**src/rtl/div_sequencer_if.sv**
```systemverilog
// div_sequencer_if: issue/result handshake between the execute stage and the divide sequencer.
interface div_sequencer_if #(parameter int WIDTH = 32);
    logic start_i;
    logic signed_i;
    logic annul_i;
    logic [WIDTH-1:0] a_i;
    logic [WIDTH-1:0] b_i;
    logic stall_o;
    logic valid_o;
    logic [WIDTH-1:0] hi_o;
    logic [WIDTH-1:0] lo_o;
    modport master (output start_i, signed_i, annul_i, a_i, b_i, input stall_o, valid_o, hi_o, lo_o);
    modport slave (input start_i, signed_i, annul_i, a_i, b_i, output stall_o, valid_o, hi_o, lo_o);
endinterface

```
**src/rtl/div_sequencer.sv**
```systemverilog
// div_sequencer: radix-2 restoring DIV/DIVU sequencer with hazard stall; DIV_ZERO_FAST_EN makes divide-by-zero finish in one cycle.
module div_sequencer #(
    parameter int WIDTH = 32,
    parameter int CNT_W = 5
) (
    input logic clk,
    input logic resetn,
    div_sequencer_if.slave bus
);
    typedef enum logic [1:0] {IDLE, BUSY, DONE} stateT;
    stateT state, nextState;
    logic [CNT_W-1:0] count;
    logic [WIDTH-1:0] rem, q, absA, absB, absBIn;
    logic [WIDTH:0] shifted, trial;
    logic signQ, signR, accept, lastStep, fastZero;
`ifdef DIV_ZERO_FAST_EN
    assign fastZero = bus.b_i == '0;
`else
    assign fastZero = 1'b0;
`endif
    always_comb begin
        absA = (bus.signed_i && bus.a_i[WIDTH-1]) ? -bus.a_i : bus.a_i;
        absBIn = (bus.signed_i && bus.b_i[WIDTH-1]) ? -bus.b_i : bus.b_i;
        accept = state == IDLE && bus.start_i && !bus.annul_i;
        lastStep = count == CNT_W'(WIDTH - 1);
        // Full rem is kept in the shift so large unsigned divisors cannot overflow the trial
        shifted = {rem, q[WIDTH-1]};
        trial = shifted - {1'b0, absB};
    end
    always_comb begin
        nextState = state;
        if (bus.annul_i)
            nextState = IDLE;
        else if (state == IDLE)
            nextState = bus.start_i ? (fastZero ? DONE : BUSY) : IDLE;
        else if (state == BUSY)
            nextState = lastStep ? DONE : BUSY;
        else
            nextState = IDLE;
    end
    always_ff @(posedge clk) begin
        if (!resetn) begin
            state <= IDLE;
            count <= '0;
            rem <= '0;
            q <= '0;
            absB <= '0;
            signQ <= 1'b0;
            signR <= 1'b0;
        end else begin
            state <= nextState;
            if (accept) begin
                absB <= absBIn;
                signQ <= bus.signed_i & (bus.a_i[WIDTH-1] ^ bus.b_i[WIDTH-1]);
                signR <= bus.signed_i & bus.a_i[WIDTH-1];
                count <= '0;
                rem <= fastZero ? absA : '0;
                q <= fastZero ? '1 : absA;
            end else if (state == BUSY) begin
                rem <= trial[WIDTH] ? shifted[WIDTH-1:0] : trial[WIDTH-1:0];
                q <= {q[WIDTH-2:0], ~trial[WIDTH]};
                count <= count + 1'b1;
            end
        end
    end
    assign bus.stall_o = resetn && !bus.annul_i && ((state == IDLE && bus.start_i) || state == BUSY);
    assign bus.valid_o = resetn && !bus.annul_i && state == DONE;
    assign bus.lo_o = !resetn ? '0 : signQ ? -q : q;
    assign bus.hi_o = !resetn ? '0 : signR ? -rem : rem;
endmodule

```
**src/flat_wrapper.sv**
```systemverilog
// flat-port wrapper written by rule: the top's interface ports become plain ports
module div_sequencer_flat 
#(
    parameter int WIDTH = 32,
    parameter int CNT_W = 5
)
  (clk, resetn, bus_start_i, bus_signed_i, bus_annul_i, bus_a_i, bus_b_i, bus_stall_o, bus_valid_o, bus_hi_o, bus_lo_o);
  div_sequencer_if #(.WIDTH(WIDTH)) bus_i ();
  input logic clk;
  input logic resetn;
  input wire logic [$bits(bus_i.start_i)-1:0] bus_start_i;
  input wire logic [$bits(bus_i.signed_i)-1:0] bus_signed_i;
  input wire logic [$bits(bus_i.annul_i)-1:0] bus_annul_i;
  input wire logic [$bits(bus_i.a_i)-1:0] bus_a_i;
  input wire logic [$bits(bus_i.b_i)-1:0] bus_b_i;
  output wire logic [$bits(bus_i.stall_o)-1:0] bus_stall_o;
  output wire logic [$bits(bus_i.valid_o)-1:0] bus_valid_o;
  output wire logic [$bits(bus_i.hi_o)-1:0] bus_hi_o;
  output wire logic [$bits(bus_i.lo_o)-1:0] bus_lo_o;
  assign bus_i.start_i = bus_start_i;
  assign bus_i.signed_i = bus_signed_i;
  assign bus_i.annul_i = bus_annul_i;
  assign bus_i.a_i = bus_a_i;
  assign bus_i.b_i = bus_b_i;
  assign bus_stall_o = bus_i.stall_o;
  assign bus_valid_o = bus_i.valid_o;
  assign bus_hi_o = bus_i.hi_o;
  assign bus_lo_o = bus_i.lo_o;
  div_sequencer #(.WIDTH(WIDTH), .CNT_W(CNT_W)) u_core (.clk(clk), .resetn(resetn), .bus(bus_i));
endmodule
```
**config.mk**
```make
export PLATFORM = sky130hd
export DESIGN_NAME = div_sequencer_flat
export DESIGN_NICKNAME = d
export VERILOG_FILES = /design/src/rtl/div_sequencer_if.sv /design/src/rtl/div_sequencer.sv /design/src/flat_wrapper.sv
export SDC_FILE = /design/constraint.sdc
export NUM_CORES = 1
export LEC_CHECK = 0
export BUFFER_PORTS_ARGS = -buffer_cell sky130_fd_sc_hd__buf_2
export CORE_MARGIN = 3
export CORE_UTILIZATION = 31
export CTS_BUF_LIST = sky130_fd_sc_hd__clkbuf_8
export CTS_CLUSTER_SIZE = 16
export DETAILED_ROUTE_END_ITERATION = 7
export MAX_ROUTING_LAYER = met4
export PLACE_DENSITY = 0.51
export SLEW_MARGIN = 5
export SYNTH_ARGS = -nofsm -noshare
export SYNTH_HDL_FRONTEND = slang
export SYNTH_SLANG_ARGS = --single-unit
```
**constraint.sdc**
```tcl
create_clock -name clk -period 5.8 [get_ports clk]
set_input_delay 0.87 -clock clk [delete_from_list [all_inputs] [get_ports clk]]
set_output_delay 0.87 -clock clk [all_outputs]
set_load 0.02 [all_outputs]
```
==> impl_metrics.tcl, run 1 <==
set metrics [dict create \
    status "complete, no violations" \
    grt_overflow 0 \
    place_congestion 0.873 \
    synth_fp_nets 1290 \
    synth_xor_area_frac 0.142 \
    ctsHoldBuffers 0 \
    path_delay_family "simple AND/OR/NAND/NOR gates" \
    cts_root_buf "clkbuf_8" \
    layout-drive-gt1-share 0.138 \
    preCtsSetupSlack_ns 1.73 \
    synth_edf_count 0 \
    synth-compound-area-share 0.254 \
    clkTransAtPathRegs_ns 0.11 \
    power_density_nw_per_um2 213 \
    cts_setup_buffers 0 \
    dp.cells 1640 \
    syn_area_sq_um 8960 \
    drtIter0Drc 471 \
    portBuffers 134 \
    syn_to_final_growth_pct 13.3 \
    ys_ff_latch 105 \
    nNetsFinal 1381 \
    async_reset_ff_frac 0 \
    start_util 0.318 \
    grt_max_degree 106 \
    skew_ns 0.0222 \
    synth_cell_types 65 \
    post_cts_resized 0 \
    wire_per_inst_um 16.0 \
    yosysSeqAreaShare 0.235 \
    via_per_inst 5.10 \
    cp.arrival_ns 3.32 \
    wirelength_um 26500 \
    setup_violations 0 \
    worst-path-buf-inv 1 \
    slew_viol_final 0 \
    placed_area_sq_um 9950 \
    cts_tree "built" \
    cp.depth 10 \
    rr_worst_depth 13 \
    numCtsBuffers 9 \
    crit_required_ns 4.93 \
    synth_top_family_by_area "compound AO/OA/AOI/OAI gates" \
    fin_tns_setup_ns 0 \
    crit_path_start "u_core.rem[6]" \
    final_cell_mix "buf_2, nand2_1, dfxtp_1" \
    drv_cap 0 \
    layout_commonest_cell "buf_2" \
    path_cells "nor4_1 -> nand4b_1 -> or3_1 -> or3_1 -> nor2_1 -> nand2_1 -> o21ai_0 -> xnor2_1 -> and2_1 -> buf_2" \
    r2r-end "u_core.rem[8]" \
    r2r_slack_ns 1.65 \
    h-tree-depth 3 \
    rsz0062_at_grt "false" \
    critPathMostFrequentCell "or3_1" \
    grt_pass1_vias 7823 \
    clock.fmax_mhz 239 \
    hp-class "reg -> reg" \
    rows 61 \
    antenna_found_initial 0 \
    cp_slowest_cell "or3_1" \
    fin_crit_sh 0.722 \
    relSlewSlack 0.369 \
    slowest_delay_ns 0.46 \
    dp_hpwl_um 19700 \
    post_synth_and_or_nand_nor_area_fraction 0.238 \
    drc 0 \
    insertion_delay_ns 0.40 \
    cp_max_fo 8 \
    synthFlopType "dfxtp_1" \
    power_mw 2.17 \
    synth_mux_area_frac 0.0258 \
    irDropWorstVdd_mv 0.159 \
    cts.sink_count 105 \
    fp.coreArea_sq_um 28200 \
    utilization 0.361 \
    final_area_sq_um 10200 \
    hold_viol 0 \
    synth-adder-area-share 0.0553 \
    cellLeakagePower_nw 4.44 \
    ant_nets 0 \
    grt_pass1_wl_um 42700 \
    worst_pin_slew_ns 0.944 \
    finalNonFillerCells 1657 \
    dr_total_vias 8455 \
    whs_ns 0.480 \
    drtPass1Iterations 5 \
    synth_cells 1182 \
    criticalPathCategory "reg -> out" \
    io_pins 135 \
    n_fill_cell 3017 \
    dieHeight_um 176 \
    clk_path_buf_depth 2 \
    ys_warn_count 0 \
    post-route-min-period_ns 4.19 \
    start_kind "flip-flop" \
    grt_usage 0.172 \
    die_x_um 176 \
    syn_area_per_cell_sq_um 7.58 \
    critPathCapture "bus_hi_o[31]" \
    end_kind "output port" \
    r2r_start "u_core.q[31]" \
    die-area_sq_um 31000 \
    setup_ws_ns 1.61 \
]
==> how the worst min path moves through the flow <==
stage	from	end	slack, ns	cells past startpoint
after detailed placement	u_core.absB[31]	u_core.absB[31]	0.47	2
after floorplan	u_core.count[4]	u_core.count[4]	0.44	2
after CTS	u_core.absB[31]	u_core.absB[31]	0.48	2
after global placement	u_core.count[4]	u_core.count[4]	0.45	2
final	u_core.count[4]	u_core.count[4]	0.48	2
after global routing	u_core.absB[31]	u_core.absB[31]	0.49	2
==> flip-flops by register name, indices dropped and copies added (netlist names) <==
register	cells
u_core.count	5
u_core.rem	32
u_core.signQ	1
u_core.signR	1
u_core.absB	32
u_core.q	32
u_core.state	2
==> kinds of logic (layout without fill, tap and decap cells) <==
logic type / after synthesis / count (layout)
compound gates: 344 / 344
xor+xnor: 145 / 145
fa+ha+maj: 39 / 39
buf+inv: 113 / 209
flops: 105 / 105
mux: 23 / 23
other cells: 0 / 1
simple gates: 413 / 413
==> area by class of cell <==
type,count,area (sq um),area share
multi-input combinational,964,6440,0.634
sequential,105,2100,0.207
timing repair buffer,145,756,0.0744
tap,378,473,0.0466
inverter,48,180,0.0177
clock buffer,9,124,0.0122
clock inverter,7,80.1,0.00788
antenna,1,2.50,0.000246
==> report_power, final <==
part,internal [mW],switching [mW],total [mW]
sequential,0.762,0.0500,0.812
clock,0.205,0.297,0.503
combinational,0.351,0.502,0.854
total,1.32,0.850,2.17
==> Yosys cell counts, drive strengths merged (9+ instances only) <==
cell type	instances	share of area
a21o	13	0.011
or3	15	0.011
nor3	30	0.017
a211oi	10	0.0084
nor2b	10	0.0070
nand2	105	0.044
clkbuf	58	0.027
o21ai	97	0.055
xor2	44	0.043
nor4	9	0.0063
nand4	14	0.0098
o31ai	29	0.027
nand3	26	0.015
nand2b	21	0.015
o21a	13	0.011
inv	48	0.020
a22oi	31	0.026
dfxtp	105	0.23
mux2i	22	0.025
and2	92	0.064
o211a	27	0.030
xnor2	101	0.099
ha	38	0.053
nor2	65	0.027
o41ai	10	0.0098
a21oi	81	0.045
==> worst min-delay path, delay by kind of cell (launching register included) <==
family	cells	cell delay, ns
compound gates	1	0.06
simple gates	1	0.05
flops	1	0.33
==> metal layers <==
metal,GRT usage,vias up,part of all wire
met5,-,-,0
met2,0.248,201,0.41
met4,0.0330,0,0.0092
met1,0.258,3869,0.53
met3,0.0230,16,0.050
li1,-,4369,-
Power figures use the tool's default switching activity.
==> inputs of run 2 (changes only) <==
PLACE_DENSITY = 0.52   (was 0.51)
clock period = 3.7 ns   (was 5.8 ns; I/O delays follow)
==> run 2 against run 1 <==
Critical path type unchanged. Routed wire length rose by 2.3%. Clock power rose by 52%. Critical endpoint is now bus_lo_o[31]. Worst setup slack got worse by 1.5 ns. Flip-flop and latch count did not move.
==> impl_metrics.tcl, run 2 (synthesis gave the netlist of run 1 again) <==
set metrics [dict create \
    ant_nets 0 \
    cp.arrival_ns 3.08 \
    post-route-min-period_ns 3.63 \
    grt_usage 0.176 \
    layout-drive-gt1-share 0.172 \
    clkTransAtPathRegs_ns 0.12 \
    cts_tree "built" \
    die_x_um 176 \
    drtPass1Iterations 5 \
    clk_path_buf_depth 2 \
    nNetsFinal 1404 \
    final_area_sq_um 10500 \
    criticalPathCategory "reg -> out" \
    irDropWorstVdd_mv 0.149 \
    path_delay_family "simple AND/OR/NAND/NOR gates" \
    rows 61 \
    finalNonFillerCells 1679 \
    final_cell_mix "buf_2, nand2_1, xnor2_1" \
    ctsHoldBuffers 0 \
    portBuffers 134 \
    cellLeakagePower_nw 4.59 \
    start_util 0.318 \
    preCtsSetupSlack_ns 0.147 \
    numCtsBuffers 9 \
    insertion_delay_ns 0.38 \
    relSlewSlack 0.316 \
    grt_pass1_vias 7938 \
    skew_ns 0.0112 \
    fin_tns_setup_ns 0 \
    top_regs "u_core.absB: 32 flops, u_core.q: 32 flops, u_core.rem: 32 flops" \
    power_density_nw_per_um2 332 \
    critPathMostFrequentCell "or4_4" \
    via_per_inst 5.13 \
    path_cells "or4_4 -> or4_4 -> or2_1 -> or3_4 -> o31ai_4 -> xnor2_1 -> and2_4 -> buf_6" \
    dp.cells 1661 \
    drc 0 \
    antenna_found_initial 1 \
    io_pins 135 \
    cts.sink_count 105 \
    place_congestion 0.894 \
    multiInputGateArea_sq_um 6550 \
    cp_max_fo 6 \
    worst_pin_slew_ns 1.03 \
    dieHeight_um 176 \
    h-tree-depth 3 \
    wire_per_inst_um 16.1 \
    grt_overflow 0 \
    dp_hpwl_um 20100 \
    setup_ws_ns 0.0682 \
    grt_max_degree 96 \
    start_kind "flip-flop" \
    slew_viol_final 0 \
    wirelength_um 27100 \
    grt_pass1_wl_um 43400 \
    slowest_delay_ns 0.56 \
    layout_commonest_cell "buf_2" \
    drv_cap 0 \
    hp-class "reg -> reg" \
    worst-path-buf-inv 1 \
    n_fill_cell 3029 \
    cts_root_buf "clkbuf_8" \
    crit_required_ns 3.14 \
    area.sequential_sq_um 2110 \
    hold_viol 0 \
    status "complete, no violations" \
    syn_to_final_growth_pct 16.7 \
    die-area_sq_um 31000 \
    end_kind "output port" \
    drtIter0Drc 551 \
    clock.fmax_mhz 275 \
    dr_total_vias 8619 \
    setup_violations 0 \
    placed_area_sq_um 10100 \
    cp_slowest_cell "or4_4" \
    fp.coreArea_sq_um 28200 \
    rsz0062_at_grt "true" \
    fin_crit_sh 0.982 \
    power_mw 3.48 \
]
==> run 2: routing by layer <==
layer	track usage	share of wire
met1	0.259	0.52
met2	0.261	0.43
met3	0.0245	0.049
met4	0.0257	0.0048
met5	-	0
==> run 2: report_power, final <==
part           internal, mW  leakage (nW)  switching, mW
Clock                 0.313        0.0959          0.452
Sequential             1.19         0.861         0.0734
Combinational         0.618          3.63          0.825
Total                  2.12          4.59           1.35
==> run 2: path summary, 6_finish.rpt <==
kind / from / to / slack (ns) / cells after the start
setup / recovery: u_core.q[18] / bus_lo_o[31] / 0.07 / 8
hold / removal: u_core.count[4] / u_core.count[4] / 0.47 / 2
setup reg to reg: u_core.q[31] / u_core.rem[15] / 0.31 / 14
hold reg to reg: u_core.count[4] / u_core.count[4] / 0.47 / 2
==> run 2: stage by stage <==
stage / hold slack [ns] / utilization
4_1_cts: 0.473 / 0.367
3_3_place_gp: 0.446 / 0.359
2_1_floorplan: 0.441 / -
3_5_place_dp: 0.457 / 0.359
5_1_grt: 0.508 / 0.371
6_report: 0.471 / 0.371
==> run 2: layout make-up <==
cell class,instances,share of cell area
diodes,1,0.000239
multi-input cells,964,0.626
repair buffers,168,0.0913
clock buffers,9,0.0118
clock inverters,6,0.00622
inverters,48,0.0172
well taps,378,0.0452
flip-flops and latches,105,0.202
==> run 2: worst min-delay path, delay by kind of cell, from the launching register on <==
| family | cells | cell delay [ns] |
|---|---|---|
| AOI/OAI and AO/OA | 1 | 0.05 |
| DFF | 1 | 0.33 |
| and+or+nand+nor | 1 | 0.05 |
==> run 2: timing repair <==
action                     CTS  global route
buffers inserted             0             2
pin swaps                    1             7
setup endpoints to repair    6            40
resized for setup            9            29
hold endpoints to repair     0             0
